## config.mk

```make
export PLATFORM = sky130hd
export DESIGN_NAME = reg_file_bist
export DESIGN_NICKNAME = d
export VERILOG_FILES = /design/src/rtl/reg_file_bist.sv
export SDC_FILE = /design/constraint.sdc
export NUM_CORES = 1
export LEC_CHECK = 0
export BUFFER_PORTS_ARGS = -buffer_cell sky130_fd_sc_hd__buf_2
export CELL_PAD_IN_SITES_DETAIL_PLACEMENT = 0
export CELL_PAD_IN_SITES_GLOBAL_PLACEMENT = 1
export CORE_MARGIN = 2
export CORE_UTILIZATION = 29
export CTS_CLUSTER_DIAMETER = 80
export DETAILED_ROUTE_END_ITERATION = 7
export GPL_ROUTABILITY_DRIVEN = 1
export PLACE_DENSITY_LB_ADDON = 0.1
export SLEW_MARGIN = 20
export SYNTH_ARGS = -nofsm -noshare
export SYNTH_HDL_FRONTEND = slang
export SYNTH_SLANG_ARGS = --single-unit
```

## constraint.sdc

```tcl
create_clock -name clock -period 3.2 [get_ports clock]
set_clock_uncertainty 0.1 [all_clocks]
set_input_delay 0.48 -clock clock [delete_from_list [all_inputs] [get_ports clock]]
set_output_delay 0.48 -clock clock [all_outputs]
set_load 0.005 [all_outputs]
```

## src/rtl/reg_file_bist.sv

```systemverilog
// Built-in self test for a 4 x 16-bit register file: writes two complementary
// patterns, reads each back, and reports pass or the first failing register.
module reg_file_bist #(
  parameter logic [15:0] PAT_A = 16'hAAAA,
  parameter logic [15:0] PAT_B = 16'h5555
) (
  input  logic        clock,
  input  logic        reset,
  input  logic        start,
  output logic [1:0]  RR1,
  output logic [1:0]  RR2,
  output logic [1:0]  WR,
  output logic [15:0] WD,
  output logic        RegWrite,
  input  logic [15:0] RD1,
  input  logic [15:0] RD2,
  output logic        busy,
  output logic        done,
  output logic        pass,
  output logic        fail,
  output logic [1:0]  fail_reg
);

  typedef enum logic [1:0] {IDLE, WRITE, READ, DONE} state_t;

  state_t      state;
  logic [1:0]  idx;
  logic        pat;
  logic [15:0] pat_val;
  logic [15:0] exp_val;

  // r0 is write-protected, so it must always read back as zero
  always_comb begin
    pat_val = pat ? PAT_B : PAT_A;
    exp_val = (idx == 2'd0) ? '0 : (pat_val ^ {14'b0, idx});
  end

  always_ff @(posedge clock or posedge reset) begin
    if (reset) begin
      state    <= IDLE;
      idx      <= '0;
      pat      <= 1'b0;
      pass     <= 1'b0;
      fail     <= 1'b0;
      fail_reg <= '0;
    end else begin
      case (state)
        IDLE: begin
          if (start) begin
            state    <= WRITE;
            idx      <= '0;
            pat      <= 1'b0;
            pass     <= 1'b0;
            fail     <= 1'b0;
            fail_reg <= '0;
          end
        end
        WRITE: begin
          idx <= idx + 2'd1;
          if (idx == 2'd3) state <= READ;
        end
        READ: begin
          if (RD1 != exp_val || RD2 != '0) begin
            fail     <= 1'b1;
            fail_reg <= idx;
            pass     <= 1'b0;
            state    <= DONE;
          end else begin
            // idx wraps 3 -> 0, so the next phase starts at register 0
            idx <= idx + 2'd1;
            if (idx == 2'd3) begin
              if (pat) begin
                pass  <= 1'b1;
                state <= DONE;
              end else begin
                pat   <= 1'b1;
                state <= WRITE;
              end
            end
          end
        end
        DONE: state <= IDLE;
        default: state <= IDLE;
      endcase
    end
  end

  // Moore decode: outputs settle after the posedge, ahead of the negedge write
  always_comb begin
    RR1      = '0;
    RR2      = '0;
    WR       = '0;
    WD       = '0;
    RegWrite = 1'b0;
    busy     = 1'b0;
    done     = 1'b0;
    case (state)
      WRITE: begin
        RegWrite = 1'b1;
        WR       = idx;
        WD       = pat_val ^ {14'b0, idx};
        busy     = 1'b1;
      end
      READ: begin
        RR1  = idx;
        busy = 1'b1;
      end
      DONE:    done = 1'b1;
      default: ;
    endcase
  end

endmodule

```

Word level (Yosys, flattened, before mapping)

Cells that the tools add are included.

$add $sub $neg: 1
Equal/unequal tests: 12
Muxes and demuxes: 29
Bitwise operators: 1
Reduce and logical (&&, ||, !) cells: 12

Operators by type and width:

| operator                                      | number |
|---|---|
| two-way mux 16 bit                            | 3 |
| two-way mux 2 bit                             | 10 |
| != test 16 bit                                | 1 |
| nonzero test 16 bit                           | 1 |
| bitwise XOR 16 x 2 -> 16 bit                  | 1 |
| two-way mux 1 bit                             | 10 |
| != test 2 bit, second input constant          | 5 |
| AND reduction 3 bit                           | 3 |
| one-hot mux 2 bit (4 select lines)            | 1 |
| AND reduction 4 bit                           | 2 |
| == test 2 bit, second input constant          | 3 |
| != test 3 bit, second input constant          | 2 |
| one-hot mux 1 bit (2 select lines)            | 3 |
| one-hot mux 2 bit (3 select lines)            | 1 |
| zero test 2 bit                               | 2 |
| one-hot mux 2 bit (2 select lines)            | 1 |
| nonzero test 3 bit                            | 1 |
| adder 2 x 1 -> 2 bit, second input constant   | 1 |
| == test 2 x 1 -> 1 bit, second input constant | 1 |
| nonzero test 2 bit                            | 1 |
| OR reduction 2 bit                            | 1 |
| logical OR 1 bit                              | 1 |

Flip-flop bits (word level): 9
Input port bits: 35
Output and inout port bits: 29
Logic and storage cells: 61

Logic depth before layout (Yosys ltp)

Gate-level depths: netlist of the first run.

Depth in word-level cells: 7
Gate-level depth with buffers: 9
Mapped depth without buffers: 8

Worst setup path before layout of the first run

Ideal clock, no wire load.

Path type: flip-flop to flip-flop
From: register idx[0]
To: register idx[0]
Setup time: 79 ps
Arrival time: 2053 ps
Setup slack: 967 ps
Cell stages (with the launch flop): 10
Path buffers: 1
Period minus slack after synthesis: 2233 ps
Cells stage by stage: dfrtp_1 -> buf_2 -> inv_1 -> ha_1 -> nand2b_1 -> nor4b_1 -> o21a_2 -> nand4_4 -> a21oi_2 -> mux2i_1

Word-level cells in the longest chain between the ends: 6
Elaborated cells on any way between the ends: 10
Those cells by class: add/sub (1); eq/ne (2); mux (3); bitwise (1); reduce/logical (3)

Ends and longest elaborated chain:

| what                                                                   | line | RTL |
|---|---|---|
| from (decl)                                                            | 27   | `logic [1:0] idx;` |
| from (signal assigned)                                                 | 59   | `idx <= idx + 2'd1;` |
| from (signal assigned)                                                 | 70   | `idx <= idx + 2'd1;` |
| bitwise XOR 16 x 2 -> 16 bit / zero test 2 bit (equally long branches) | 35   | `exp_val = (idx == 2'd0) ? '0 : (pat_val ^ {14'b0, idx});` |
| two-way mux 16 bit                                                     | 35   |  |
| != test 16 bit                                                         | 63   | `if (RD1 != exp_val \|\| RD2 != '0) begin` |
| logical OR 1 bit                                                       | 63   |  |
| != test 2 bit (no source line)                                         | n/a  |  |
| AND reduction 3 bit (no source line)                                   | n/a  |  |

Several ways; a longest one is shown, not always the timed one. The select of a mux whose other input is x is not followed.
A chain may end at the register's enable or synchronous reset.

Worst setup path in the final report of the first run

Ends and elaborated chain as after synthesis.

==> results of run 1 <==
-- cell type report --
type | instances | area, um2 | area share, %
inverters | 8 | 30.0 | 2.33
clock buffers | 4 | 26.3 | 2.04
flip-flops and latches | 9 | 225 | 17.5
multi-input cells | 92 | 644 | 50.0
well taps | 46 | 57.6 | 4.47
repair buffers | 61 | 305 | 23.7
-- cell families after synthesis --
group | synth area share, %
muxes | 3.92
buffers and inverters | 15.3
DFF | 22.0
other | 0.367
xor gates and xnor gates | 2.45
and+or+nand+nor | 29.1
AOI/OAI and AO/OA | 18.2
adders and majority gates | 8.57
-- worst reg2reg max path, delay by kind of cell (launching register included) --
family                   cells  cell delay [ps]
AO/OA/AOI/OAI                2              440
adder cells (fa/ha/maj)      1              350
buffers and inverters        1              180
flip-flops                   1              470
multiplexers                 1              200
AND/OR/NAND/NOR              3              650
-- synth_stat cells (3+ instances only) --
cell type  count  area share (%)
o211ai_1       3             2.2
buf_4         14              10
dfrtp_1        9              22
nor4_1         6             3.7
o21ai_0        5             2.4
nand2_1       12             4.4
ha_1           7             8.6
nor2_1        14             5.1
nor3b_1        3             2.2
mux2i_1        4             3.9
a21oi_1        3             1.5
nand3_1        4             2.0
inv_1          8             2.9
-- stage by stage --
| step | hold WS (ps) | area [um2] |
|---|---|---|
| finish | 77.6 | 1290 |
| global route | 97.8 | 1290 |
| CTS | 91.4 | 1290 |
| detailed placement | 382 | 1260 |
| global placement | 370 | 1260 |
| floorplan | 208 | 1030 |
-- power groups by stage --
stage | clock network, mW | logic (mW) | registers, mW
after floorplan | 0 | 0.425 | 0.195
after global placement | 0 | 0.547 | 0.211
after detailed placement | 0 | 0.545 | 0.214
after CTS | 0.0931 | 0.548 | 0.211
after global routing | 0.101 | 0.609 | 0.221
final | 0.0893 | 0.542 | 0.212
-- layer usage --
layer | up-vias | wire length, um | track usage, %
met1 | 474 | 1180 | 15.4
li1 | 524 | - | -
met5 | - | 0 | 0
met3 | 2 | 97 | 3.39
met4 | 0 | 11 | 2.17
met2 | 25 | 1190 | 22.1
-- layout by cell type (no fill, tap or decap), types with 2 or more instances in the layout --
cell type	count
buf_2	61
nor2_1	14
nand2_1	12
dfrtp_1	9
inv_1	8
ha_1	7
nor4_1	6
o21ai_0	5
mux2i_1	4
nand3_1	4
nor3b_1	3
o211ai_1	3
a21oi_1	3
clkbuf_4	3
nor3_1	2
and2_1	2
and3b_1	2
nand4_1	2
nand2b_1	2
a211oi_1	2
a21oi_2	2
conb_1	2
-- worst paths after layout --
check / from / to / slack, ps / cells past startpoint
worst max-delay path: idx[0]$_DFFE_PP0P_ / idx[0]$_DFFE_PP0P_ / 740 / 8
worst min-delay path: reset / fail_reg[1]$_DFFE_PP0P_ / 80 / 2
worst max register to register: idx[0]$_DFFE_PP0P_ / idx[0]$_DFFE_PP0P_ / 740 / 8
worst min register to register: fail_reg[0]$_DFFE_PP0P_ / fail_reg[0]$_DFFE_PP0P_ / 420 / 2
max in group asynchronous: reset / idx[0]$_DFFE_PP0P_ / 2640 / 2
min in group clock: fail_reg[0]$_DFFE_PP0P_ / fail_reg[0]$_DFFE_PP0P_ / 420 / 2
==> run summary, run 1 <==
status - finished, final reports clean
Area growth syn-to-layout - 26.1%
Mapped Area - 1020 um2
Port Buf Inserts - 61
Post-synth EDFFs - 0
crit path time final - 2460 ps
Overall Power - 0.843 mW
CTS root buffer - clkbuf_4
Mean Syn Cell Area - 8.18 um2
Post-Route Setup TNS - 0 ps
Die Y - 63.4 um
Critical Path Sink Type - register
DRC marker count from the first detailed-route iteration - 52
global-route wire length before repair - 4.11 mm
Crit Path Class - reg2reg
Final Hold Viols - 0
fillcell total - 381
synth warn - 0
pin count of the biggest net entering global routing - 16
Max Slew Vio Count - 0
ant diodes - 0
Ports - 64
CTS H-Tree Depth - 1
# Max-Cap Violations - 0
Pwr per Cell Area - 654 nW/um2
die width - 63.4 um
global-route usage over all layers - 12.5%
Worst-path clk slew - 70 ps
max reg flops - 3
Clock power frac - 10.6%
Sw Ratio - 47.1%
Worst Path Arrival - 2540 ps
CTS hold repair buffers - 0
CORE AREA - 3360 um2
vias in the first global route - 981
ratio of cells with drive above 1 in the final layout - 42.5%
cell family with most CP delay - simple AND/OR/NAND/NOR gates
sequential element share of the synthesized area - 22.0%
slowest stage delay, CP - 470 ps
fin crit share - 76.9%
HPWL Detailed - 2.06 mm
synthesized flop and latch total - 9
pre-CTS WS - 754 ps
Syn Inst Count - 125
CTS tree - done
CTS Buf Count - 3
Yosys cell types - 38
placement row count - 21
Non-Filler Instances - 220
ys flop type - dfrtp_1
Finish-stage setup viols - 0
initial antenna violation count - 0
GPL Wtd Cong - 0.714
NetSw - 0.397 mW
CP cell instances - inv_1 > ha_1 > nand2b_1 > nor4b_1 > o21a_2 > nand4_4 > a21oi_2 > mux2i_1
total gr overflow - 0
Sequential Power Share - 25.1%
Slowest cell on crit path - dfrtp_1
Initial Utilization - 30.4%
Max VDD drop - 0.475 mV
vias - 1025
Leak - 0.678 nW
CP Max Fanout - 10
Comb pwr share - 64.3%
HP Class - in2async
Core Util, Final - 38.3%
Sinks on Clock Net - 9
DR pass1 iterations - 4
worst path buffer plus inverter count - 1
clock buffer depth - 2
crit start category - register
relative slew slack - 66.3%
Max Fclk - 406 MHz
Die Footprint - 4020 um2
share of flip-flops with an asynchronous set or reset - 100%
Worst-Margin Slew - 506 ps
post-cts sizing count - 0
vias per cell - 4.66
Final WS setup - 739 ps
Residual DRC - 0
Int Power - 0.446 mW
nets - 217
DP Cell Count - 216
DR WL/cell - 11.3 um
Final ANT Viol Nets - 0
Worst EP required - 3280 ps
RSZ-0062 raised after global routing - no
Final Routed Wirelength - 2.48 mm
Setup Fix Bufs, Post-CTS - 0
later-pin clock latency in the skew report - 260 ps
Power figures use the tool's default switching activity.
==> run 2: changes to the inputs <==
Settings changed: CORE_UTILIZATION 29 to 26.
Clock period 3.2 ns to 2.1 ns, I/O delays scaled along.
==> run 2 against run 1 <==
Critical path type unchanged; critical path depth decreased by 1; via count is 4.2% higher; fmax up 21%; utilization grew 1.6 points; clock-buffer cell count stayed put; total power increased by 84%; wire length is 6.2% higher.
==> run summary, run 2 (same netlist as run 1, synthesis figures left out) <==
later-pin clock latency in the skew report - 230 ps
Residual DRC - 0
initial antenna violation count - 0
NetSw - 0.680 mW
most frequent cells in the layout - 61 x buf_2, 13 x nor2_1, 12 x nand2_1, 10 x buf_4, 9 x dfrtp_1
critical path depth - 7
DRC marker count from the first detailed-route iteration - 34
Sw Ratio - 43.8%
Clock power frac - 12.9%
Final ANT Viol Nets - 0
fin crit share - 96.5%
DR WL/cell - 11.2 um
leading cell type in the layout, fill and taps excluded - buf_2
cell family with most CP delay - compound AO/OA/AOI/OAI gates
Slowest cell on crit path - dfrtp_1
Hold WS - 352 ps
worst path buffer plus inverter count - 1
# Max-Cap Violations - 0
Core Util, Final - 39.9%
reg2reg start - idx[0]$_DFFE_PP0P_
Setup crit end - idx[1]$_DFFE_PP0P_
CORE AREA - 3720 um2
reg-to-reg slack, setup - 70 ps
Critical Path Sink Type - register
nets - 230
CTS root buffer - clkbuf_8
Ports - 64
Comb pwr share - 68.7%
Post-Route Setup TNS - 0 ps
Finish-stage setup viols - 0
CTS H-Tree Depth - 1
Non-Filler Instances - 235
HP Class - in2reg
slowest stage delay, CP - 400 ps
Int Power - 0.873 mW
CTS Buf Count - 3
pin count of the biggest net entering global routing - 11
DR pass1 iterations - 4
Min-Delay Startpoint - start
vias in the first global route - 972
status - finished, final reports clean
global-route usage over all layers - 12.0%
Setup crit start - idx[0]$_DFFE_PP0P_
Die Footprint - 4450 um2
Area growth syn-to-layout - 45.0%
global-route wire length before repair - 4.15 mm
crit path time final - 2030 ps
Max Fclk - 493 MHz
fillcell total - 411
ratio of cells with drive above 1 in the final layout - 50.3%
CP Max Fanout - 7
DP Cell Count - 229
GPL Wtd Cong - 0.761
Leak - 0.770 nW
Pwr per Cell Area - 1050 nW/um2
vias per cell - 4.54
Sinks on Clock Net - 9
Crit Path Class - reg2reg
Initial Utilization - 27.5%
vias - 1068
cells on worst reg2reg path - 7
CP cell instances - buf_6 > xnor2_2 > mux2i_2 > o311ai_4 > nand4_4 > a21oi_4 > mux2i_1
total gr overflow - 0
worst r2r dst - idx[1]$_DFFE_PP0P_
Max Slew Vio Count - 0
Port Buf Inserts - 61
Seq. cell area - 225 um2
area occupied by multi-input gates - 701 um2
HPWL Detailed - 2.19 mm
placement row count - 22
Sequential Power Share - 18.4%
die width - 66.7 um
Overall Power - 1.55 mW
Final Hold Viols - 0
crit start category - register
Max VDD drop - 0.560 mV
max reg flops - 3
Final Routed Wirelength - 2.63 mm
Worst-path clk slew - 50 ps
CTS tree - done
Worst EP required - 2140 ps
Worst Path Arrival - 2070 ps
RSZ-0062 raised after global routing - yes
clock buffer depth - 2
Die Y - 66.7 um
ant diodes - 0
-- run 2: layout make-up --
| type | count | share of cell area, % |
|---|---|---|
| Tap cell | 48 | 4.05 |
| Clock buffer | 4 | 3.04 |
| Timing Repair Buffer | 74 | 28.4 |
| Sequential cell | 9 | 15.2 |
| Multi-Input combinational cell | 92 | 47.3 |
| Inverter | 8 | 2.03 |
-- run 2: worst min-delay path by stage --
stage	cells past startpoint	to	slack, ps
6_report	4	fail$_DFFE_PP0P_	350
5_1_grt	4	fail$_DFFE_PP0P_	370
4_1_cts	4	fail$_DFFE_PP0P_	350
3_5_place_dp	2	fail_reg[1]$_DFFE_PP0P_	200
3_3_place_gp	2	fail_reg[1]$_DFFE_PP0P_	210
2_1_floorplan	1	fail$_DFFE_PP0P_	40
-- run 2: what timing repair did --
action                                  CTS  global route
buffers inserted                          0             1
endpoints found under the hold margin     9             0
endpoints found under the setup margin    0            13
hold buffers                              1             0
gates resized for setup                   0             9
-- run 2: metal layers --
layer	global-route usage, %	part of all wire [%]	vias to the layer above
li1	-	-	552
met1	15.1	44	489
met2	20.6	51	23
met3	2.36	4.2	4
met4	3.57	0.72	0
met5	0	0	-
-- run 2: power groups by stage --
stage	Combinational [mW]	Sequential, mW	Clock [mW]
detailed placement	1.04	0.287	0
global placement	1.03	0.283	0
CTS	1.04	0.284	0.206
finish	1.07	0.286	0.200
global route	1.20	0.296	0.220
floorplan	0.689	0.296	0
-- run 2: through the flow --
| stage | instance area (um2) | setup WS (ps) |
|---|---|---|
| floorplan | 1050 | 39.5 |
| global placement | 1370 | 68.1 |
| detailed placement | 1370 | 25.6 |
| CTS | 1420 | 42.3 |
| global route | 1480 | -20.3 |
| finish | 1480 | 73.3 |
-- run 2: worst reg2reg max path: cells and delay by family (launching register included) --
| kind | cells | cell delay (ps) |
|---|---|---|
| and+or+nand+nor | 1 | 220 |
| DFF | 1 | 400 |
| buffers and inverters | 1 | 150 |
| AOI/OAI and AO/OA | 2 | 540 |
| muxes | 2 | 400 |
| xor gates and xnor gates | 1 | 140 |
==> run 3: changes to the inputs <==
--- a/constraint.sdc
+++ b/constraint.sdc
@@ -3,3 +3,3 @@
 set_input_delay 0.315 -clock clock [delete_from_list [all_inputs] [get_ports clock]]
 set_output_delay 0.315 -clock clock [all_outputs]
-set_load 0.005 [all_outputs]
+set_load 0.01 [all_outputs]
==> run 3 against run 2 <==
Largest cell class unchanged; design area down 0.59%; utilization down 0.24 points; clock power about the same; sequential share of layout area up 0.090 points; total power up 4.2%; sequential cell count unchanged; hold slack unchanged; combinational power up 6%; global-route usage unchanged; die area unchanged; largest power group unchanged; via count about the same; wire length up 0.27%.
==> run summary, run 3 (same netlist as run 1, synthesis figures left out) <==
Sw Ratio - 46.0%
DRC marker count from the first detailed-route iteration - 34
DR WL/cell - 11.2 um
Clock power frac - 12.4%
Die Y - 66.7 um
ratio of cells with drive above 1 in the final layout - 49.2%
fillcell total - 413
Die Footprint - 4450 um2
placement row count - 22
Finish-stage setup viols - 0
DR pass1 iterations - 4
vias in the first global route - 972
Critical Path Sink Type - register
slowest stage delay, CP - 400 ps
most frequent cells in the layout - 61 x buf_2, 13 x nor2_1, 12 x nand2_1, 10 x buf_4, 9 x dfrtp_1
Slowest cell on crit path - dfrtp_1
Final Hold Viols - 0
global-route usage over all layers - 12.0%
Max Slew Vio Count - 0
crit start category - register
Hold WS - 352 ps
HP Class - in2reg
Setup crit start - idx[0]$_DFFE_PP0P_
nets - 230
Sequential Power Share - 17.7%
Port Buf Inserts - 61
reg2reg start - idx[0]$_DFFE_PP0P_
Sinks on Clock Net - 9
Setup crit end - idx[1]$_DFFE_PP0P_
die width - 66.7 um
CTS root buffer - clkbuf_8
# Max-Cap Violations - 0
Max VDD drop - 0.597 mV
CP cell instances - buf_6 > xnor2_2 > mux2i_2 > o311ai_4 > nand4_4 > a21oi_4 > mux2i_1
Int Power - 0.874 mW
Worst-path clk slew - 50 ps
RSZ-0062 raised after global routing - yes
Max Fclk - 493 MHz
ant diodes - 0
later-pin clock latency in the skew report - 230 ps
area occupied by multi-input gates - 692 um2
Comb pwr share - 69.9%
Ports - 64
pin count of the biggest net entering global routing - 11
Area growth syn-to-layout - 44.2%
max reg flops - 3
reg-to-reg slack, setup - 70 ps
NetSw - 0.744 mW
Crit Path Class - reg2reg
vias per cell - 4.55
Post-Place Cell Area - 1370 um2
global-route wire length before repair - 4.15 mm
Leak - 0.771 nW
HPWL Detailed - 2.19 mm
CP Max Fanout - 7
leading cell type in the layout, fill and taps excluded - buf_2
Worst EP required - 2140 ps
Non-Filler Instances - 235
fin crit share - 96.5%
cells on worst reg2reg path - 7
pre-CTS WS - 25.6 ps
Final Routed Wirelength - 2.64 mm
DP Cell Count - 229
CTS Buf Count - 3
initial antenna violation count - 0
Seq. cell area - 225 um2
Overall Power - 1.62 mW
status - finished, final reports clean
CTS H-Tree Depth - 1
Residual DRC - 0
CORE AREA - 3720 um2
fin area - 1470 um2
Final ANT Viol Nets - 0
GPL Wtd Cong - 0.761
Final WS setup - 72.9 ps
worst r2r dst - idx[1]$_DFFE_PP0P_
CTS tree - done
crit path time final - 2030 ps
clock buffer depth - 2
Initial Utilization - 27.5%
vias - 1069
Pwr per Cell Area - 1100 nW/um2
Worst Path Arrival - 2070 ps
total gr overflow - 0
run 3: through the flow:
step                utilization [%]  setup TNS, ps
global placement               36.8              0
floorplan                         -              0
global route                   39.7           -157
detailed placement             36.8              0
finish                         39.7              0
CTS                            38.3              0
run 3: worst min-delay path by stage:
stage / start / end / slack, ps / cells after the start
finish: start / fail$_DFFE_PP0P_ / 350 / 4
global route: start / fail$_DFFE_PP0P_ / 370 / 4
CTS: start / fail$_DFFE_PP0P_ / 350 / 4
detailed placement: reset / fail_reg[1]$_DFFE_PP0P_ / 200 / 2
global placement: reset / fail_reg[1]$_DFFE_PP0P_ / 210 / 2
floorplan: reset / fail$_DFFE_PP0P_ / 40 / 1
run 3: metal layers:
| metal | vias to the layer above | GRT usage [%] | part of all wire (%) |
|---|---|---|---|
| li1 | 553 | - | - |
| met2 | 23 | 20.6 | 50 |
| met1 | 489 | 15.1 | 45 |
| met5 | - | 0 | 0 |
| met4 | 0 | 3.57 | 0.72 |
| met3 | 4 | 2.36 | 4.2 |
run 3: final cells by class:
| type | count | area share [%] |
|---|---|---|
| clock buffers | 4 | 3.06 |
| inverters | 8 | 2.04 |
| repair buffers | 74 | 28.6 |
| well taps | 48 | 4.07 |
| multi-input cells | 92 | 46.9 |
| flip-flops and latches | 9 | 15.3 |
run 3: power groups by stage:
stage / registers, mW / logic (mW) / clock network, mW
2_1_floorplan: 0.305 / 0.755 / 0
3_3_place_gp: 0.283 / 1.10 / 0
3_5_place_dp: 0.287 / 1.11 / 0
4_1_cts: 0.284 / 1.11 / 0.206
5_1_grt: 0.296 / 1.26 / 0.220
6_report: 0.286 / 1.13 / 0.200
run 3: worst max-delay path, delay by kind of cell (launching register included):
family	cells	cell delay [ps]
buf+inv	1	150
simple gates	1	220
compound gates	2	540
mux	2	400
xor+xnor	1	140
flops	1	400
run 3: repair_timing:
item	4_1_cts	5_1_grt
hold buffers	1	0
hold endpoints to repair	9	0
resized for setup	0	7
endpoints found under the setup margin	0	13
setup buffers	0	1
